$ cat config.mk
export PLATFORM = sky130hd
export DESIGN_NAME = spi_burst_sequencer
export DESIGN_NICKNAME = d
export VERILOG_FILES = /design/src/rtl/spi_burst_sequencer_pkg.sv /design/src/rtl/spi_burst_sequencer_sync_fifo.sv /design/src/rtl/spi_burst_sequencer.sv
export SDC_FILE = /design/constraint.sdc
export NUM_CORES = 1
export LEC_CHECK = 0
export CAP_MARGIN = 20
export CORE_ASPECT_RATIO = 1.2
export CORE_UTILIZATION = 27
export CTS_CLUSTER_DIAMETER = 200
export DETAILED_ROUTE_END_ITERATION = 12
export GPL_TIMING_DRIVEN = 0
export SYNTH_ARGS = -nofsm -noshare
export SYNTH_HDL_FRONTEND = slang
export SYNTH_SLANG_ARGS = --single-unit
$ cat constraint.sdc
create_clock -name i_clk -period 2.8 [get_ports i_clk]
set_input_delay 0.56 -clock i_clk [delete_from_list [all_inputs] [get_ports i_clk]]
set_output_delay 0.56 -clock i_clk [all_outputs]
set_load 0.02 [all_outputs]
$ cat src/rtl/spi_burst_sequencer_pkg.sv
// Shared constants and state encoding for the SPI burst sequencer.
// States are one-hot so that busy/request/done decode straight from a single flop bit.
package spi_burst_sequencer_pkg;

    localparam int DEF_DEPTH   = 16;
    localparam int DEF_ADDR_W  = 4;
    localparam int DEF_TIMEOUT = 1023;
    localparam int TMR_W       = 10;

    typedef enum logic [5:0] {
        ST_IDLE    = 6'b000001,
        ST_LOAD    = 6'b000010,
        ST_REQ     = 6'b000100,
        ST_WAIT_RX = 6'b001000,
        ST_CAPTURE = 6'b010000,
        ST_DONE    = 6'b100000
    } state_e;

endpackage

$ cat src/rtl/spi_burst_sequencer_sync_fifo.sv
// Synchronous first-word-fall-through FIFO with occupancy count.
// Push+pop together is always honoured at full or empty; when empty the pushed word is shown on o_data.
module spi_burst_sequencer_sync_fifo #(
    parameter int DEPTH  = 16,
    parameter int ADDR_W = 4,
    parameter int WIDTH  = 8
) (
    input  logic              i_clk,
    input  logic              i_rst,
    input  logic              i_push,
    input  logic [WIDTH-1:0]  i_data,
    input  logic              i_pop,
    output logic [WIDTH-1:0]  o_data,
    output logic              o_full,
    output logic              o_empty,
    output logic [ADDR_W:0]   o_count
);

    logic [WIDTH-1:0]  r_mem [DEPTH];
    logic [ADDR_W-1:0] r_wr_ptr;
    logic [ADDR_W-1:0] r_rd_ptr;
    logic [ADDR_W:0]   r_count;
    logic              w_push_ok;
    logic              w_pop_ok;

    assign o_full    = (r_count == (ADDR_W+1)'(DEPTH));
    assign o_empty   = (r_count == (ADDR_W+1)'(0));
    assign o_count   = r_count;
    assign w_push_ok = i_push && (!o_full || i_pop);
    assign w_pop_ok  = i_pop && (!o_empty || i_push);

    // Storage array, written only on an accepted push.
    always_ff @(posedge i_clk) begin
        if (w_push_ok) begin
            r_mem[r_wr_ptr] <= i_data;
        end
    end

    // Pointers and occupancy.
    always_ff @(posedge i_clk or posedge i_rst) begin
        if (i_rst) begin
            r_wr_ptr <= {ADDR_W{1'b0}};
            r_rd_ptr <= {ADDR_W{1'b0}};
            r_count  <= {(ADDR_W+1){1'b0}};
        end else begin
            if (w_push_ok) begin
                r_wr_ptr <= r_wr_ptr + ADDR_W'(1);
            end
            if (w_pop_ok) begin
                r_rd_ptr <= r_rd_ptr + ADDR_W'(1);
            end
            case ({w_push_ok, w_pop_ok})
                2'b10:   r_count <= r_count + (ADDR_W+1)'(1);
                2'b01:   r_count <= r_count - (ADDR_W+1)'(1);
                default: r_count <= r_count;
            endcase
        end
    end

    // Head word; bypasses the incoming word while empty.
    always_comb begin
        o_data = {WIDTH{1'b0}};
        if (o_empty) begin
            o_data = i_push ? i_data : {WIDTH{1'b0}};
        end else begin
            o_data = r_mem[r_rd_ptr];
        end
    end

endmodule

$ cat src/rtl/spi_burst_sequencer.sv
// Drains a TX byte FIFO one byte at a time through the SPI controller handshake
// and collects each returned byte into an RX FIFO, with timeout and overflow reporting.
module spi_burst_sequencer
    import spi_burst_sequencer_pkg::*;
#(
    parameter int DEPTH   = DEF_DEPTH,
    parameter int ADDR_W  = DEF_ADDR_W,
    parameter int TIMEOUT = DEF_TIMEOUT
) (
    input  logic              i_clk,
    input  logic              i_rst,
    input  logic              i_tx_push,
    input  logic [7:0]        i_tx_data,
    output logic              o_tx_full,
    output logic [ADDR_W:0]   o_tx_count,
    input  logic              i_rx_pop,
    output logic [7:0]        o_rx_data,
    output logic              o_rx_empty,
    output logic [ADDR_W:0]   o_rx_count,
    input  logic              i_start,
    input  logic              i_clr_err,
    output logic              o_busy,
    output logic              o_done,
    output logic              o_err_timeout,
    output logic              o_rx_overflow,
    output logic              o_spi_request_tx,
    output logic [7:0]        o_spi_data,
    input  logic              i_spi_ready,
    input  logic              i_spi_rx_valid,
    input  logic [7:0]        i_spi_data
);

    state_e            r_state;
    state_e            w_next;
    logic [7:0]        r_spi_data;
    logic [TMR_W-1:0]  r_timer;
    logic              r_cap_done;
    logic              r_done;
    logic              r_err_timeout;
    logic              r_rx_overflow;
    logic              w_tx_pop;
    logic              w_tx_empty;
    logic [7:0]        w_tx_head;
    logic              w_rx_push;
    logic              w_rx_full;
    logic              w_capture_first;
    logic              w_timeout_hit;
    logic              w_set_timeout;
    logic              w_set_overflow;

    spi_burst_sequencer_sync_fifo #(.DEPTH(DEPTH), .ADDR_W(ADDR_W), .WIDTH(8)) u_tx_fifo (
        .i_clk   (i_clk),
        .i_rst   (i_rst),
        .i_push  (i_tx_push),
        .i_data  (i_tx_data),
        .i_pop   (w_tx_pop),
        .o_data  (w_tx_head),
        .o_full  (o_tx_full),
        .o_empty (w_tx_empty),
        .o_count (o_tx_count)
    );

    spi_burst_sequencer_sync_fifo #(.DEPTH(DEPTH), .ADDR_W(ADDR_W), .WIDTH(8)) u_rx_fifo (
        .i_clk   (i_clk),
        .i_rst   (i_rst),
        .i_push  (w_rx_push),
        .i_data  (i_spi_data),
        .i_pop   (i_rx_pop),
        .o_data  (o_rx_data),
        .o_full  (w_rx_full),
        .o_empty (o_rx_empty),
        .o_count (o_rx_count)
    );

    // Controller data is registered on rx_valid, so the byte is taken on the first CAPTURE cycle only.
    assign w_capture_first = (r_state == ST_CAPTURE) && !r_cap_done;
    assign w_rx_push       = w_capture_first && !w_rx_full;
    assign w_set_overflow  = w_capture_first && w_rx_full;
    assign w_timeout_hit   = (r_timer == TMR_W'(TIMEOUT));

    // Next-state and handshake decode.
    always_comb begin
        w_next        = r_state;
        w_tx_pop      = 1'b0;
        w_set_timeout = 1'b0;
        case (r_state)
            ST_IDLE: begin
                if (i_start) begin
                    w_next = w_tx_empty ? ST_DONE : ST_LOAD;
                end else begin
                    w_next = ST_IDLE;
                end
            end
            ST_LOAD: begin
                w_tx_pop = 1'b1;
                w_next   = ST_REQ;
            end
            ST_REQ: begin
                if (w_timeout_hit) begin
                    w_set_timeout = 1'b1;
                    w_next        = ST_DONE;
                end else if (!i_spi_ready) begin
                    w_next = ST_WAIT_RX;
                end else begin
                    w_next = ST_REQ;
                end
            end
            ST_WAIT_RX: begin
                if (w_timeout_hit) begin
                    w_set_timeout = 1'b1;
                    w_next        = ST_DONE;
                end else if (i_spi_rx_valid) begin
                    w_next = ST_CAPTURE;
                end else begin
                    w_next = ST_WAIT_RX;
                end
            end
            ST_CAPTURE: begin
                if (i_spi_ready) begin
                    w_next = w_tx_empty ? ST_DONE : ST_LOAD;
                end else begin
                    w_next = ST_CAPTURE;
                end
            end
            ST_DONE: begin
                w_next = ST_IDLE;
            end
            default: begin
                w_next = ST_IDLE;
            end
        endcase
    end

    // State register.
    always_ff @(posedge i_clk or posedge i_rst) begin
        if (i_rst) begin
            r_state <= ST_IDLE;
        end else begin
            r_state <= w_next;
        end
    end

    // Outgoing byte, capture flag, done pulse and handshake timer.
    always_ff @(posedge i_clk or posedge i_rst) begin
        if (i_rst) begin
            r_spi_data <= 8'h00;
            r_cap_done <= 1'b0;
            r_done     <= 1'b0;
            r_timer    <= {TMR_W{1'b0}};
        end else begin
            if (w_tx_pop) begin
                r_spi_data <= w_tx_head;
            end
            r_cap_done <= (r_state == ST_CAPTURE) && (w_next == ST_CAPTURE);
            r_done     <= (r_state == ST_DONE);
            if ((w_next != r_state) || !(r_state inside {ST_REQ, ST_WAIT_RX})) begin
                r_timer <= {TMR_W{1'b0}};
            end else begin
                r_timer <= r_timer + TMR_W'(1);
            end
        end
    end

    // Sticky error flags; a new error beats a simultaneous clear.
    always_ff @(posedge i_clk or posedge i_rst) begin
        if (i_rst) begin
            r_err_timeout <= 1'b0;
            r_rx_overflow <= 1'b0;
        end else begin
            if (w_set_timeout) begin
                r_err_timeout <= 1'b1;
            end else if (i_clr_err) begin
                r_err_timeout <= 1'b0;
            end
            if (w_set_overflow) begin
                r_rx_overflow <= 1'b1;
            end else if (i_clr_err) begin
                r_rx_overflow <= 1'b0;
            end
        end
    end

    assign o_busy           = (r_state != ST_IDLE);
    assign o_spi_request_tx = (r_state == ST_REQ);
    assign o_done           = r_done;
    assign o_err_timeout    = r_err_timeout;
    assign o_rx_overflow    = r_rx_overflow;
    assign o_spi_data       = r_spi_data;

endmodule

* After elaboration in Yosys (flattened, before gate mapping)
Memory sizes are Yosys's and may differ from the RTL's. Index checks and enable logic that the tools add are counted.
Word-level totals: word-level logic and storage cells 92, output and inout bits 33, memory bits (writable) 256, memories 2, register bits after elaboration 54, input port bits 24
Memories:
- u_rx_fifo.r_mem | words 16, width 8, read ports 1, clocked after Yosys merged registers in 0, write ports 1, line spi_burst_sequencer_sync_fifo.sv:19 | logic [WIDTH-1:0] r_mem [DEPTH];
- u_tx_fifo.r_mem | words 16, width 8, read ports 1, clocked after Yosys merged registers in 0, write ports 1, line spi_burst_sequencer_sync_fifo.sv:19
Cells by class: eq/ne operators 16, reductions and logical operators 27, add/sub/neg operators 9, muxes and demuxes 25
Operators by type and width (number):
- $mux W8 | 4
- $mux W6 | 5
- $pmux W6 S5 | 1
- $pmux W5 S2 | 2
- $add A4 B1 Y4 const B | 4
- $eq A6 B5 Y1 const B | 2
- $add A10 B1 Y10 const B | 1
- $add A5 B1 Y5 const B | 2
- $eq A10 B10 Y1 const B | 1
- $eq A5 B5 Y1 const B | 2
- $logic_not A5 Y1 | 2
- $mux W1 | 10
- $mux W10 | 1
- $reduce_bool A2 Y1 | 5
- $sub A5 B1 Y5 const B | 2
- $logic_and A1 B1 Y1 | 8
- $eq A6 B1 Y1 const B | 1
- $eq A6 B2 Y1 const B | 1
- $eq A6 B3 Y1 const B | 1
- $eq A6 B4 Y1 const B | 1
- $eq A6 B6 Y1 const B | 1
- $logic_not A1 Y1 | 6
- $ne A6 B1 Y1 const B | 1
- $ne A6 B6 Y1 | 1
- other kinds (6) | 12

* Longest topological paths before layout
word-level depth 7, gate-level depth with buffers 14, mapped depth without buffers 12

* Modules after synthesis
From an unflattened synthesis, not the netlist that was laid out.
Unflattened totals: cell total of the unflattened synthesis 742, area, all modules 13033.8 µm²
Modules (own cells, without submodules):
- spi_burst_sequencer_sync_fifo | cells each 312, area each 5846.9 µm², times used 2, sequential area each 4169.0 µm²
- spi_burst_sequencer | cells each 118, area each 1340.0 µm², times used 1, sequential area each 701.9 µm²

* Worst setup path after synthesis
No wires, ideal clock.
path type flip-flop to flip-flop, from register u_tx_fifo.r_count[1], in the netlist u_tx_fifo.o_count[1], to register u_tx_fifo.r_count[4], in the netlist u_tx_fifo.o_count[4], stages on the path, launching flop included 14, buffers on the path 1, arrival 2.852 ns, slack -0.183 ns, setup time 0.131 ns, data required time 2.669 ns, clock period less this slack 2.983 ns, cells stage by stage dfrtp_1 -> nor4_1 -> nand2_1 -> o21a_1 -> buf_2 -> inv_1 -> ha_1 -> inv_1 -> fa_1 -> nor2b_1 -> o21ai_0 -> nand3_1 -> or3b_2 -> xnor2_1
Between the ends: word-level cells in the longest chain between the ends 6, elaborated cells between the ends (all ways) 14, classes of those cells 2 x add/sub; 3 x eq/ne; 1 x mux; 8 x reduce/logical
Ends and longest elaborated chain:
- start: declaration | line spi_burst_sequencer_sync_fifo.sv:22 | logic [ADDR_W:0] r_count;
- start signal: assignment | line spi_burst_sequencer_sync_fifo.sv:44 | r_count <= {(ADDR_W+1){1'b0}};
- start signal: assignment | line spi_burst_sequencer_sync_fifo.sv:53 | 2'b10: r_count <= r_count + (ADDR_W+1)'(1);
- start signal: assignment | line spi_burst_sequencer_sync_fifo.sv:54 | 2'b01: r_count <= r_count - (ADDR_W+1)'(1);
- $eq A5 B5 Y1 or $logic_not A5 Y1 (tied branches) | line spi_burst_sequencer_sync_fifo.sv:26, spi_burst_sequencer_sync_fifo.sv:27
- $logic_not A1 Y1, on equally long branches | line spi_burst_sequencer_sync_fifo.sv:29, spi_burst_sequencer_sync_fifo.sv:30
- $logic_or A1 B1 Y1, on equally long branches | line spi_burst_sequencer_sync_fifo.sv:29, spi_burst_sequencer_sync_fifo.sv:30
- $logic_and A1 B1 Y1, on equally long branches | line spi_burst_sequencer_sync_fifo.sv:29, spi_burst_sequencer_sync_fifo.sv:30
- $eq A2 B1 Y1 or $eq A2 B2 Y1 (tied branches) | line spi_burst_sequencer_sync_fifo.sv:52 | case ({w_push_ok, w_pop_ok})
- $pmux W5 S2 or $reduce_bool A2 Y1 (tied branches)
Parallel ways exist; a longest one is shown, timed or not. A chain may end at the register's enable or synchronous reset.

* Worst setup path in the final report
from register u_rx_fifo.r_rd_ptr[1], to output o_rx_data[5]
Between the ends: word-level cells in the longest chain between the ends 2
Ends and longest elaborated chain:
- start: declaration | line spi_burst_sequencer_sync_fifo.sv:21 | logic [ADDR_W-1:0] r_rd_ptr;
- start signal: assignment | line spi_burst_sequencer_sync_fifo.sv:43 | r_rd_ptr <= {ADDR_W{1'b0}};
- start signal: assignment | line spi_burst_sequencer_sync_fifo.sv:50 | r_rd_ptr <= r_rd_ptr + ADDR_W'(1);
- $mem_v2 Z16 W8
- $mux W8 | line spi_burst_sequencer_sync_fifo.sv:63 | if (o_empty) begin
- end: declaration | line spi_burst_sequencer.sv:17 | output logic [7:0] o_rx_data,
No other way between the ends.

==> impl_metrics.yaml <==
finish:
  fill_cells: 4422
  multi_input_comb_area_mm2: 0.00375
  drive_gt1_frac: 0.304
  syn_to_final_growth_pct: 24.1
  num_antenna_cells: 0
  nets: 902
  ff_latch_area_mm2: 0.00905
synthesis:
  synth_seq_cells: 310
  yosysWarningCount: 0
  syn_nets: 772
  synth_edf_count: 256
  synth_cells: 729
  synth_area_mm2: 0.0128
  ys.flop_type: "edfxtp_1"
  ys_seq_area_frac: 0.708
  synthTopCellsByArea: "edfxtp_1, mux4_2, dfrtp_1"
  yosysTopAreaCell: "edfxtp_1"
  ys_async_sr_fraction: 0.174
  syn-mean-instance-area_um2: 17.5
  ys_types: 58
  synth_top_area_frac: 0.602
setup_path:
  rrSetupSlack_ps: 100
  crit_path_end: "o_rx_data[5]"
  crit_chain: "buf_8 -> buf_12 -> mux4_2 -> mux2i_2 -> nor2_1 -> a211o_1 -> buf_6"
  startpoint_type: "flop"
  crit_path_start: "u_rx_fifo.r_rd_ptr[1]$_DFFE_PP0P_"
  cp.depth: 7
  worstPathMaxFanout: 8
  critPathKind: "flop to output port"
  crit_required_ps: 2240
  crit_buf_inv: 3
  reg2reg_depth: 11
  cpPeakStageDelay_ps: 530
  end_kind: "output port"
  cp_slowest_cell: "mux4_2"
  rr_endpoint: "u_tx_fifo.o_count[4]$_DFFE_PP0P_"
  r2r_start: "u_tx_fifo.o_count[3]$_DFFE_PP0P_"
  critPathTopFamily: "multiplexers"
  worstPathArrival_ps: 2540
global_route:
  grt_max_degree: 35
  grt_usage: 0.120
  antenna_found_initial: 1
  grt_pass1_wl_mm: 43.7
  grt_pass1_vias: 7099
  grt-ovfl-total: 0
drt:
  wl_per_cell_um: 19.1
  drtIter0Drc: 512
  drcViolationCount: 0
  drtAntennaViolNets: 0
  vias_per_cell: 4.55
  vias: 6827
  finalWirelength_mm: 28.7
  dr.pass1.iters: 5
floorplanning:
  num_rows: 86
  die_h_um: 240
  start_util: 0.276
  core-area_mm2: 0.0463
  die_x_um: 200
  dieArea_mm2: 0.0481
  ios: 57
cts:
  clk_pin_slew_ps: 70
  numCtsBuffers: 31
  cts_root_buffer: "clkbuf_16"
  clk_latency_ps: 570
  cts_buffer_depth: 3
  ctsHoldBuffers: 0
  htreeDepth: 1
  clock-sinks: 310
  cts_tree: "built"
timing:
  hold_violations: 0
  rsz0062_at_grt: "true"
  fmax_ghz: 0.323
  worst_slew_pin_slew_ps: 935
  final.min_clock_period_ps: 3100
  skew_ps: 22.7
  worst_slack_ps: -301
  fin_setup_tns_ps: -1920
  fin_crit_sh: 1.11
  finalSetupViolCount: 8
  finalMaxSlewViolations: 0
  slew-limit-headroom: 0.374
power:
  p_leak_nw: 5.32
  p_per_area_mw_per_mm2: 966
  finalPower_w: 0.0153
  irDropWorstVdd_uv: 575
run_status:
  status: "finished with violations"
  failed_checks: "setup timing"
placement:
  port_buffers: 56
  dp_hpwl_mm: 18.7
  place_ws_ps: -584
  gp_congestion: 0.779
run:
  maxCapViolCount: 0
hold_path:
  hold_path_class: "primary input to asynchronous set/reset pin"
[timing repair]
item                                    in CTS  in global routing
gates resized for setup                     85                 41
endpoints found under the setup margin      86                 40
hold endpoints to repair                     0                  0
buffers inserted                            21                 22
cloned                                       1                  0
pin swaps                                   15                 28
[metrics by stage]
stage	hold WS, ps	std cells	instance area [µm²]	utilization
global route	485	1500	15800	0.342
finish	441	1500	15800	0.342
global placement	467	1401	14100	0.305
CTS	484	1481	15600	0.337
floorplan	448	729	12800	-
detailed placement	476	1407	14200	0.307
[Yosys cell counts (all sizes together), types with 11 or more instances]
cell	instances
nor2	55
mux2	11
xor2	12
xnor2	18
a21oi	14
inv	19
mux4	65
edfxtp	256
o21ai	12
dfrtp	53
ha	18
a22oi	16
buf	27
nor3	12
nand2	43
[cell families (layout without fill, tap and decap cells)]
| logic type | after synthesis | in the layout | share of synthesized area |
|---|---|---|---|
| DFF | 310 | 310 | 0.708 |
| and+or+nand+nor | 158 | 158 | 0.0615 |
| muxes | 83 | 83 | 0.130 |
| AOI/OAI and AO/OA | 76 | 76 | 0.0419 |
| buffers and inverters | 53 | 208 | 0.0186 |
| xor gates and xnor gates | 30 | 30 | 0.0206 |
| adders and majority gates | 19 | 19 | 0.0192 |
[cell type report]
cell class	count	share of cell area
Clock inverter	24	0.0174
Tap cell	616	0.0487
Multi-Input combinational cell	366	0.237
Clock buffer	34	0.0497
Sequential cell	310	0.572
Inverter	19	0.00482
Buffer	27	0.0122
Timing Repair Buffer	104	0.0589
[sequential cells by signal (all words and copies together), names as in the netlist]
name                flops
u_rx_fifo.r_wr_ptr      4
u_tx_fifo.o_count       5
u_rx_fifo.o_count       5
o_err_timeout           1
u_tx_fifo.r_rd_ptr      4
o_rx_overflow           1
u_tx_fifo.r_mem       128
r_timer                10
u_tx_fifo.r_wr_ptr      4
u_rx_fifo.r_mem       128
u_rx_fifo.r_rd_ptr      4
o_spi_data              8
r_cap_done              1
o_done                  1
r_state                 6
[power breakdown]
part / internal [W] / switching [W] / total, W
Clock: 0.00258 / 0.00177 / 0.00435
Combinational: 0.00249 / 0.00265 / 0.00514
Sequential: 0.00545 / 0.000357 / 0.00581
Total: 0.0105 / 0.00478 / 0.0153
[per-layer routing]
metal  share of wire  vias up  wire (µm)  global-route usage
li1                -     3102          -                   -
met1            0.42     3490      12000               0.154
met2            0.49      188      14000               0.202
met3           0.063       47       1810              0.0271
met4           0.029        0        840              0.0349
met5               0        -          0                   0
[cell usage in the layout (no fill, tap or decap), types with 12 or more instances in the layout]
cell,n
a21oi_1,12
buf_2,13
buf_4,48
clkbuf_16,31
clkdlybuf4s50_1,44
dfrtp_1,45
edfxtp_1,256
ha_1,13
inv_1,15
mux4_2,65
nand2_1,43
nor2_1,47
xnor2_1,17
[worst min path at each step]
stage	cells past startpoint	startpoint	slack, ps	endpoint
3_5_place_dp	1	r_timer[0]$_DFF_PP0_	480	r_timer[0]$_DFF_PP0_
5_1_grt	2	i_rst	480	u_rx_fifo.o_count[2]$_DFFE_PP0P_
3_3_place_gp	1	r_timer[0]$_DFF_PP0_	470	r_timer[0]$_DFF_PP0_
2_1_floorplan	1	r_timer[0]$_DFF_PP0_	450	r_timer[0]$_DFF_PP0_
4_1_cts	1	r_timer[0]$_DFF_PP0_	480	r_timer[0]$_DFF_PP0_
6_report	2	i_rst	440	o_spi_data[1]$_DFFE_PP0N_
No activity file was read; power rests on OpenSTA's default activity.
